File: src/rtl/c_prio_arbiter_aging.sv
// Multi-level priority arbiter: strict priority across levels, round-robin within a level,
// grant locking, and starvation aging to an urgent level when PRIO_AGING_EN is defined.
module c_prio_arbiter_aging #(
    parameter int unsigned NumPorts      = 4,
    parameter int unsigned NumPriorities = 4,
    parameter int unsigned AgeWidth      = 4,
    parameter int unsigned AgeThreshold  = 8,
    localparam int unsigned PrioWidth    = (NumPriorities > 1) ? $clog2(NumPriorities) : 1,
    localparam int unsigned LevelWidth   = $clog2(NumPriorities + 2)
) (
    input  logic                              i_clk,
    input  logic                              i_reset_n,
    input  logic                              i_active,
    input  logic                              i_update,
    input  logic [0:NumPorts-1]               i_req,
    input  logic [0:NumPorts*PrioWidth-1]     i_priorities,
    input  logic [0:NumPorts-1]               i_lock,
    output logic [0:NumPorts-1]               o_gnt,
    output logic [LevelWidth-1:0]             o_gnt_level,
    output logic [0:NumPorts-1]               o_starved
);

    localparam int unsigned PtrWidth = $clog2(NumPorts);
`ifdef PRIO_AGING_EN
    localparam int unsigned NumPtrs = NumPriorities + 1;
`else
    localparam int unsigned NumPtrs = NumPriorities;
`endif
    localparam logic [LevelWidth-1:0] UrgentLevel = LevelWidth'(NumPriorities + 1);

    typedef logic [PtrWidth-1:0] ptr_t;

    if (AgeThreshold == 0 || AgeThreshold > (2 ** AgeWidth - 1)) begin : g_bad_threshold
        $error("AgeThreshold must lie in 1..2**AgeWidth-1");
    end

    function automatic ptr_t wrap_add(input ptr_t base, input int unsigned off);
        int unsigned s;
        s = 32'(base) + off;
        if (s >= NumPorts) begin
            s = s - NumPorts;
        end
        return ptr_t'(s);
    endfunction

    ptr_t                  r_ptr [NumPtrs];
    logic                  r_hold_valid;
    ptr_t                  r_holder;

    logic [0:NumPorts-1]   w_urgent;
    logic [LevelWidth-1:0] w_level [NumPorts];
    logic [LevelWidth-1:0] w_max_level;
    logic [0:NumPorts-1]   w_set;
    ptr_t                  w_sel_ptr;
    logic                  w_arb_found;
    ptr_t                  w_arb_idx;
    logic                  w_hold_active;
    ptr_t                  w_winner;
    logic                  w_any;
    logic                  w_commit;

    // Effective level per port: 0 idle, p+1 normal, NumPriorities+1 urgent.
    always_comb begin
        for (int i = 0; i < NumPorts; i++) begin
            if (!i_req[i]) begin
                w_level[i] = '0;
            end else if (w_urgent[i]) begin
                w_level[i] = UrgentLevel;
            end else begin
                w_level[i] = LevelWidth'(i_priorities[i*PrioWidth +: PrioWidth]) + LevelWidth'(1);
            end
        end
    end

    always_comb begin
        w_max_level = '0;
        for (int i = 0; i < NumPorts; i++) begin
            if (w_level[i] > w_max_level) begin
                w_max_level = w_level[i];
            end
        end
        for (int i = 0; i < NumPorts; i++) begin
            w_set[i] = i_req[i] && (w_level[i] == w_max_level);
        end
    end

    always_comb begin
        w_sel_ptr = '0;
        for (int l = 0; l < NumPtrs; l++) begin
            if (w_max_level == LevelWidth'(l + 1)) begin
                w_sel_ptr = r_ptr[l];
            end
        end
    end

    always_comb begin
        w_arb_found = 1'b0;
        w_arb_idx   = '0;
        for (int k = 0; k < NumPorts; k++) begin
            if (!w_arb_found && w_set[wrap_add(w_sel_ptr, 32'(k))]) begin
                w_arb_found = 1'b1;
                w_arb_idx   = wrap_add(w_sel_ptr, 32'(k));
            end
        end
    end

    assign w_hold_active = r_hold_valid && i_req[r_holder];
    assign w_winner      = w_hold_active ? r_holder : w_arb_idx;
    assign w_any         = w_hold_active || w_arb_found;
    assign w_commit      = i_active && i_update;

    always_comb begin
        o_gnt = '0;
        if (i_reset_n && w_any) begin
            o_gnt[w_winner] = 1'b1;
        end
    end

    assign o_gnt_level = (i_reset_n && w_any) ? w_level[w_winner] : '0;

    always_ff @(posedge i_clk or negedge i_reset_n) begin
        if (!i_reset_n) begin
            for (int l = 0; l < NumPtrs; l++) begin
                r_ptr[l] <= '0;
            end
            r_hold_valid <= 1'b0;
            r_holder     <= '0;
        end else if (i_active) begin
            if (i_update) begin
                // A held grant does not advance the round-robin pointer.
                if (w_any && !w_hold_active) begin
                    for (int l = 0; l < NumPtrs; l++) begin
                        if (w_max_level == LevelWidth'(l + 1)) begin
                            r_ptr[l] <= wrap_add(w_arb_idx, 32'd1);
                        end
                    end
                end
                r_hold_valid <= w_any && i_lock[w_winner];
                r_holder     <= w_winner;
            end else if (!w_hold_active) begin
                r_hold_valid <= 1'b0;
            end
        end
    end

`ifdef PRIO_AGING_EN
    logic [AgeWidth-1:0] r_age [NumPorts];
    logic [AgeWidth-1:0] w_age_d [NumPorts];
    logic [0:NumPorts-1] r_starved;
    logic [0:NumPorts-1] w_starved_d;

    always_comb begin
        for (int i = 0; i < NumPorts; i++) begin
            w_age_d[i] = r_age[i];
            if (w_commit) begin
                if (w_any && (w_winner == ptr_t'(i))) begin
                    w_age_d[i] = '0;
                end else if (i_req[i]) begin
                    if (r_age[i] != {AgeWidth{1'b1}}) begin
                        w_age_d[i] = r_age[i] + AgeWidth'(1);
                    end
                end else begin
                    w_age_d[i] = '0;
                end
            end
            w_starved_d[i] = (w_age_d[i] >= AgeWidth'(AgeThreshold));
        end
    end

    always_ff @(posedge i_clk or negedge i_reset_n) begin
        if (!i_reset_n) begin
            for (int i = 0; i < NumPorts; i++) begin
                r_age[i] <= '0;
            end
            r_starved <= '0;
        end else if (i_active) begin
            for (int i = 0; i < NumPorts; i++) begin
                r_age[i] <= w_age_d[i];
            end
            r_starved <= w_starved_d;
        end
    end

    assign w_urgent  = r_starved;
    assign o_starved = r_starved;
`else
    assign w_urgent  = '0;
    assign o_starved = '0;
`endif

    gnt_onehot_a: assert property (@(posedge i_clk) disable iff (!i_reset_n) $onehot0(o_gnt));

endmodule

File: config.mk
export PLATFORM = sky130hd
export DESIGN_NAME = c_prio_arbiter_aging
export DESIGN_NICKNAME = d
export VERILOG_FILES = /design/src/rtl/c_prio_arbiter_aging.sv
export SDC_FILE = /design/constraint.sdc
export NUM_CORES = 1
export LEC_CHECK = 0
export CORE_MARGIN = 4
export CORE_UTILIZATION = 50
export CTS_CLUSTER_SIZE = 14
export DETAILED_ROUTE_END_ITERATION = 10
export GPL_ROUTABILITY_DRIVEN = 0
export PLACE_DENSITY = 0.75
export SLEW_MARGIN = 20
export SYNTH_ARGS = -nofsm -noshare
export SYNTH_HDL_FRONTEND = slang
export SYNTH_SLANG_ARGS = --single-unit
File: constraint.sdc
create_clock -name i_clk -period 10.2 [get_ports i_clk]
set_input_delay 2.55 -clock i_clk [delete_from_list [all_inputs] [get_ports i_clk]]
set_output_delay 2.55 -clock i_clk [all_outputs]
set_load 0.03 [all_outputs]
==> run_results.csv, run 1 <==
group,metric,value,unit
run_status,status,"did not finish",
run_status,stop_stage,"clock tree synthesis",
run_status,error,"[ERROR DPL-0033] detailed placement checks failed during check placement.",
yosys,synthCells,244,
cts,cts_buffer_depth,2,
yosys,synth-edff-count,0,
placement,port_buffers,26,
yosys,ys_seq_elements,11,
yosys,synth_cell_type_count,72,
yosys,avgSynthCellArea,8.23,um^2
yosys,syn-cell-area,2010,um^2
placement,hpwl,5.33,mm
yosys,synthTopCellsByArea,"dfrtp_1 14%, ha_1 8.1%, mux2_2 5.6%, nand2_1 5.6%, mux2i_1 3.5%",
cts,cts_setup_buffers,57,
die,num_io_pins,31,
die,num_rows,22,
placement,placed_cells_incl_taps,383,
die,die_w,71.4,um
cts,hold_buffers,0,
yosys,yosys.area.top_type,"dfrtp_1",
die,die_h,71.4,um
yosys,yosysTopAreaCellShare,13.7,%
yosys,async_flop_share,100,%
yosys,ys_warn_count,0,
cts,cts_made_buffers,3,
die,start_util,53.3,%
yosys,ys_seq_area_share,13.7,%
cts,htreeDepth,1,
cts,clock_sinks,11,
cts,root_buffer,"clkbuf_8",
yosys,synth_top_cells_by_count,"30 x nand2_1, 16 x inv_1, 15 x nor2_1",
yosys,synth_ff_type,"dfrtp_1",
cts,cts_resized,82,
yosys,post-synth-top-count-cell,"nand2_1",
## logic make-up after synthesis
logic type	Yosys count	share of synthesized area [%]
other	1	0.187
AOI/OAI and AO/OA	75	32.9
DFF	11	13.7
buffers and inverters	27	6.60
muxes	21	12.4
adders and majority gates	13	8.10
xor gates and xnor gates	10	4.36
and+or+nand+nor	86	21.7
## per-stage QoR
step	utilization [%]	setup WS, ps	area, um^2	hold slack [ps]	TNS, ps
floorplan	-	-18.2	2210	472	-18.2
global placement	78.8	-685	2970	494	-4320
detailed placement	78.8	-801	2970	499	-5110
==> run 2: changes to the inputs <==
--- a/config.mk
+++ b/config.mk
@@ -6,11 +6,10 @@
 export NUM_CORES = 1
 export LEC_CHECK = 0
 export CORE_MARGIN = 4
-export CORE_UTILIZATION = 50
-export CTS_CLUSTER_SIZE = 14
+export CORE_UTILIZATION = 37
 export DETAILED_ROUTE_END_ITERATION = 10
 export GPL_ROUTABILITY_DRIVEN = 0
-export PLACE_DENSITY = 0.75
+export PLACE_DENSITY_LB_ADDON = 0.15
 export SLEW_MARGIN = 20
 export SYNTH_ARGS = -nofsm -noshare
 export SYNTH_HDL_FRONTEND = slang
==> constraint.sdc (replaced) <==
create_clock -name i_clk -period 13.3 [get_ports i_clk]
set_input_delay 3.325 -clock i_clk [delete_from_list [all_inputs] [get_ports i_clk]]
set_output_delay 3.325 -clock i_clk [all_outputs]
set_load 0.03 [all_outputs]
==> run 2 against run 1 <==
The flow now finishes without violations. Synthesized area unchanged. Synthesized cell count unchanged.
==> run_results.csv, run 2 <==
group,metric,value,unit
yosys,synthTopCellsByArea,"dfrtp_1 14%, ha_1 8.1%, mux2_2 5.6%, nand2_1 5.6%, mux2i_1 3.5%",
grt,grt_pass1_wl,8.98,mm
yosys,async_flop_share,100,%
timing,slew_violations,0,
drt,first_iter_violations,132,
drt,avgViaCountPerCell,5.63,
final_layout,syn_to_final_growth,25.7,%
power_and_ir_drop,powerDensity,179,nW/um^2
cts,tritoncts,"built",
final_layout,reg.largest.list,"r_ptr (8), r_holder (2), r_hold_valid (1)",
cts,htreeDepth,1,
cts,cts_made_buffers,3,
timing,fin_setup_tns,0,ps
yosys,yosys.area.top_type,"dfrtp_1",
setup_path,crit_path_end_kind,"output pin",
timing,slew_headroom,56.5,%
drt,drtPass1Iterations,4,
yosys,ys_seq_elements,11,
timing,max_freq,0.0772,GHz
timing,setup_viol,0,
yosys,synth-edff-count,0,
die,num_rows,26,
die,start_util,38.8,%
power_and_ir_drop,peakVddDrop,0.0790,mV
yosys,synth_cell_type_count,72,
final_layout,drive_above_1_share,24.7,%
timing,final.setup.worst_slack,345,ps
timing,final.min_clock_period,12950,ps
cts,clk_pin_slew,50,ps
final_layout,antenna_cells,0,
timing,hold_viol,0,
placement,port_buffers,26,
placement,place_ws,101,ps
power_and_ir_drop,leakage,1.07,nW
yosys,avgSynthCellArea,8.23,um^2
setup_path,path_max_fanout,11,
yosys,yosysTopAreaCellShare,13.7,%
drt,postRouteAntennaNets,0,
yosys,post-synth-top-count-cell,"nand2_1",
setup_path,critPathRequiredTime,9970,ps
drt,route.detailed.drc,0,
grt,gr-total-overflow,0,
run_status,status,"completed",
timing,finClkSkew,0.628,ps
cts,root_buffer,"clkbuf_8",
die,num_io_pins,31,
grt,antenna_found_initial,0,
grt,track_usage,17.1,%
cts,clk-insertion-delay-late,240,ps
yosys,synth_ff_type,"dfrtp_1",
yosys,ys_warn_count,0,
cts,cts_buffer_depth,2,
grt,grt_pass1_vias,1837,
die,die_h,81.7,um
final_layout,nNetsFinal,313,
drt,wl,5.69,mm
drt,via_count,1966,
final_layout,final_cell_mix,"30 x nand2_1, 19 x clkdlybuf4s50_1, 19 x buf_4",
setup_path,path_class,"input port to output pin",
final_layout,regMostFlops,"r_ptr",
yosys,synthCells,244,
setup_path,critPathArrivalTime,9630,ps
die,core,5170,um^2
final_layout,largest_register_ff_count,8,
job,maxCapViolations,0,
final_layout,nFillCells,512,
yosys,syn-cell-area,2010,um^2
yosys,synth_top_cells_by_count,"30 x nand2_1, 16 x inv_1, 15 x nor2_1",
hold_path,min_path_type,"flop to flop",
setup_path,cp-start-kind,"input port",
timing,post-route-period-util,97.4,%
drt,wl_per_cell,16.3,um
placement,hpwl,4.58,mm
cts,clock_sinks,11,
timing,worst_slew_pin_slew,650,ps
grt,grt_max_degree,15,
final_layout,mostFrequentLayoutCell,"nand2_1",
yosys,ys_seq_area_share,13.7,%
cts,hold_buffers,0,
die,die_w,81.7,um
die,dieArea,6670,um^2
==> run 2: cell counts after synthesis <==
Identical to the previous run, type by type.
==> run 2: metrics by stage <==
step	total power, mW	instances	area, um^2	hold slack [ps]	utilization (%)
2_1_floorplan	0.313	247	2020	472	-
3_3_place_gp	0.391	342	2350	493	45.4
3_5_place_dp	0.392	342	2350	496	45.4
4_1_cts	0.428	346	2390	509	46.3
5_1_grt	0.489	349	2520	534	48.8
6_report	0.453	349	2520	503	48.8
==> run 2: power by group <==
group	total [mW]	internal, mW	switching [mW]
Sequential	0.0599	0.0478	0.0121
Combinational	0.360	0.152	0.208
Clock	0.0331	0.0210	0.0121
==> run 2: worst paths after layout <==
path | startpoint | end | slack (ps) | cells past startpoint
worst max-delay path | i_priorities[3] | o_gnt_level[0] | 350 | 27
worst min-delay path | r_ptr[7] | r_ptr[7] | 500 | 1
worst max register to register | r_holder[0] | r_ptr[4] | 10650 | 6
worst min register to register | r_ptr[7] | r_ptr[7] | 500 | 1
max in group asynchronous | i_reset_n | r_hold_valid | 9390 | 1
min in group asynchronous | i_reset_n | r_ptr[0] | 3490 | 1
==> run 2: metal layers <==
layer  part of all wire, %  GRT usage (%)  vias to the layer above
met1                    48           24.2                      942
li1                      -              -                      982
met5                     0              0                        -
met4                     0          0.997                        0
met2                    48           28.2                       42
met3                   4.3           3.29                        0
==> run 2: worst max-delay path, stage by stage <==
cell	delay, ps
clkdlybuf4s50_1	560
ha_2	350
nand2_1	110
inv_1	80
ha_1	290
nand3b_1	170
a21oi_4	230
mux2_4	370
ha_1	320
nand3b_1	160
nand2_1	130
o31ai_4	310
ha_1	320
a21oi_1	230
a21bo_4	250
buf_4	230
o211ai_1	120
a21oi_2	180
a2111oi_4	90
a2111oi_4	310
nor2_1	140
a211o_1	380
a31o_1	300
buf_4	190
mux2i_1	110
o22ai_1	160
buf_4	180
==> run 2: cell type report <==
type                            instances  area [um^2]  share of cell area [%]
Inverter                               17         63.8                    2.53
Clock buffer                            4         45.0                    1.78
Timing Repair Buffer                   38          333                    13.2
Multi-Input combinational cell        209         1720                    68.1
Sequential cell                        11          275                    10.9
Tap cell                               70         87.6                    3.47
==> run 2: cells by family (layout without fill, tap and decap cells) <==
| logic type | after synthesis | count (layout) | share of synthesized area [%] |
|---|---|---|---|
| fa+ha+maj | 13 | 13 | 8.10 |
| mux | 21 | 21 | 12.4 |
| simple gates | 86 | 86 | 21.7 |
| other cells | 1 | 4 | 0.187 |
| compound gates | 75 | 75 | 32.9 |
| flops | 11 | 11 | 13.7 |
| xor+xnor | 10 | 10 | 4.36 |
| buf+inv | 27 | 59 | 6.60 |
==> run 2: timing repair <==
action / in CTS / in global routing
setup buffers: 0 / 3
gates resized for setup: 0 / 22
setup endpoints to repair: 0 / 7
Note: power is estimated with default switching activity, not from simulation.
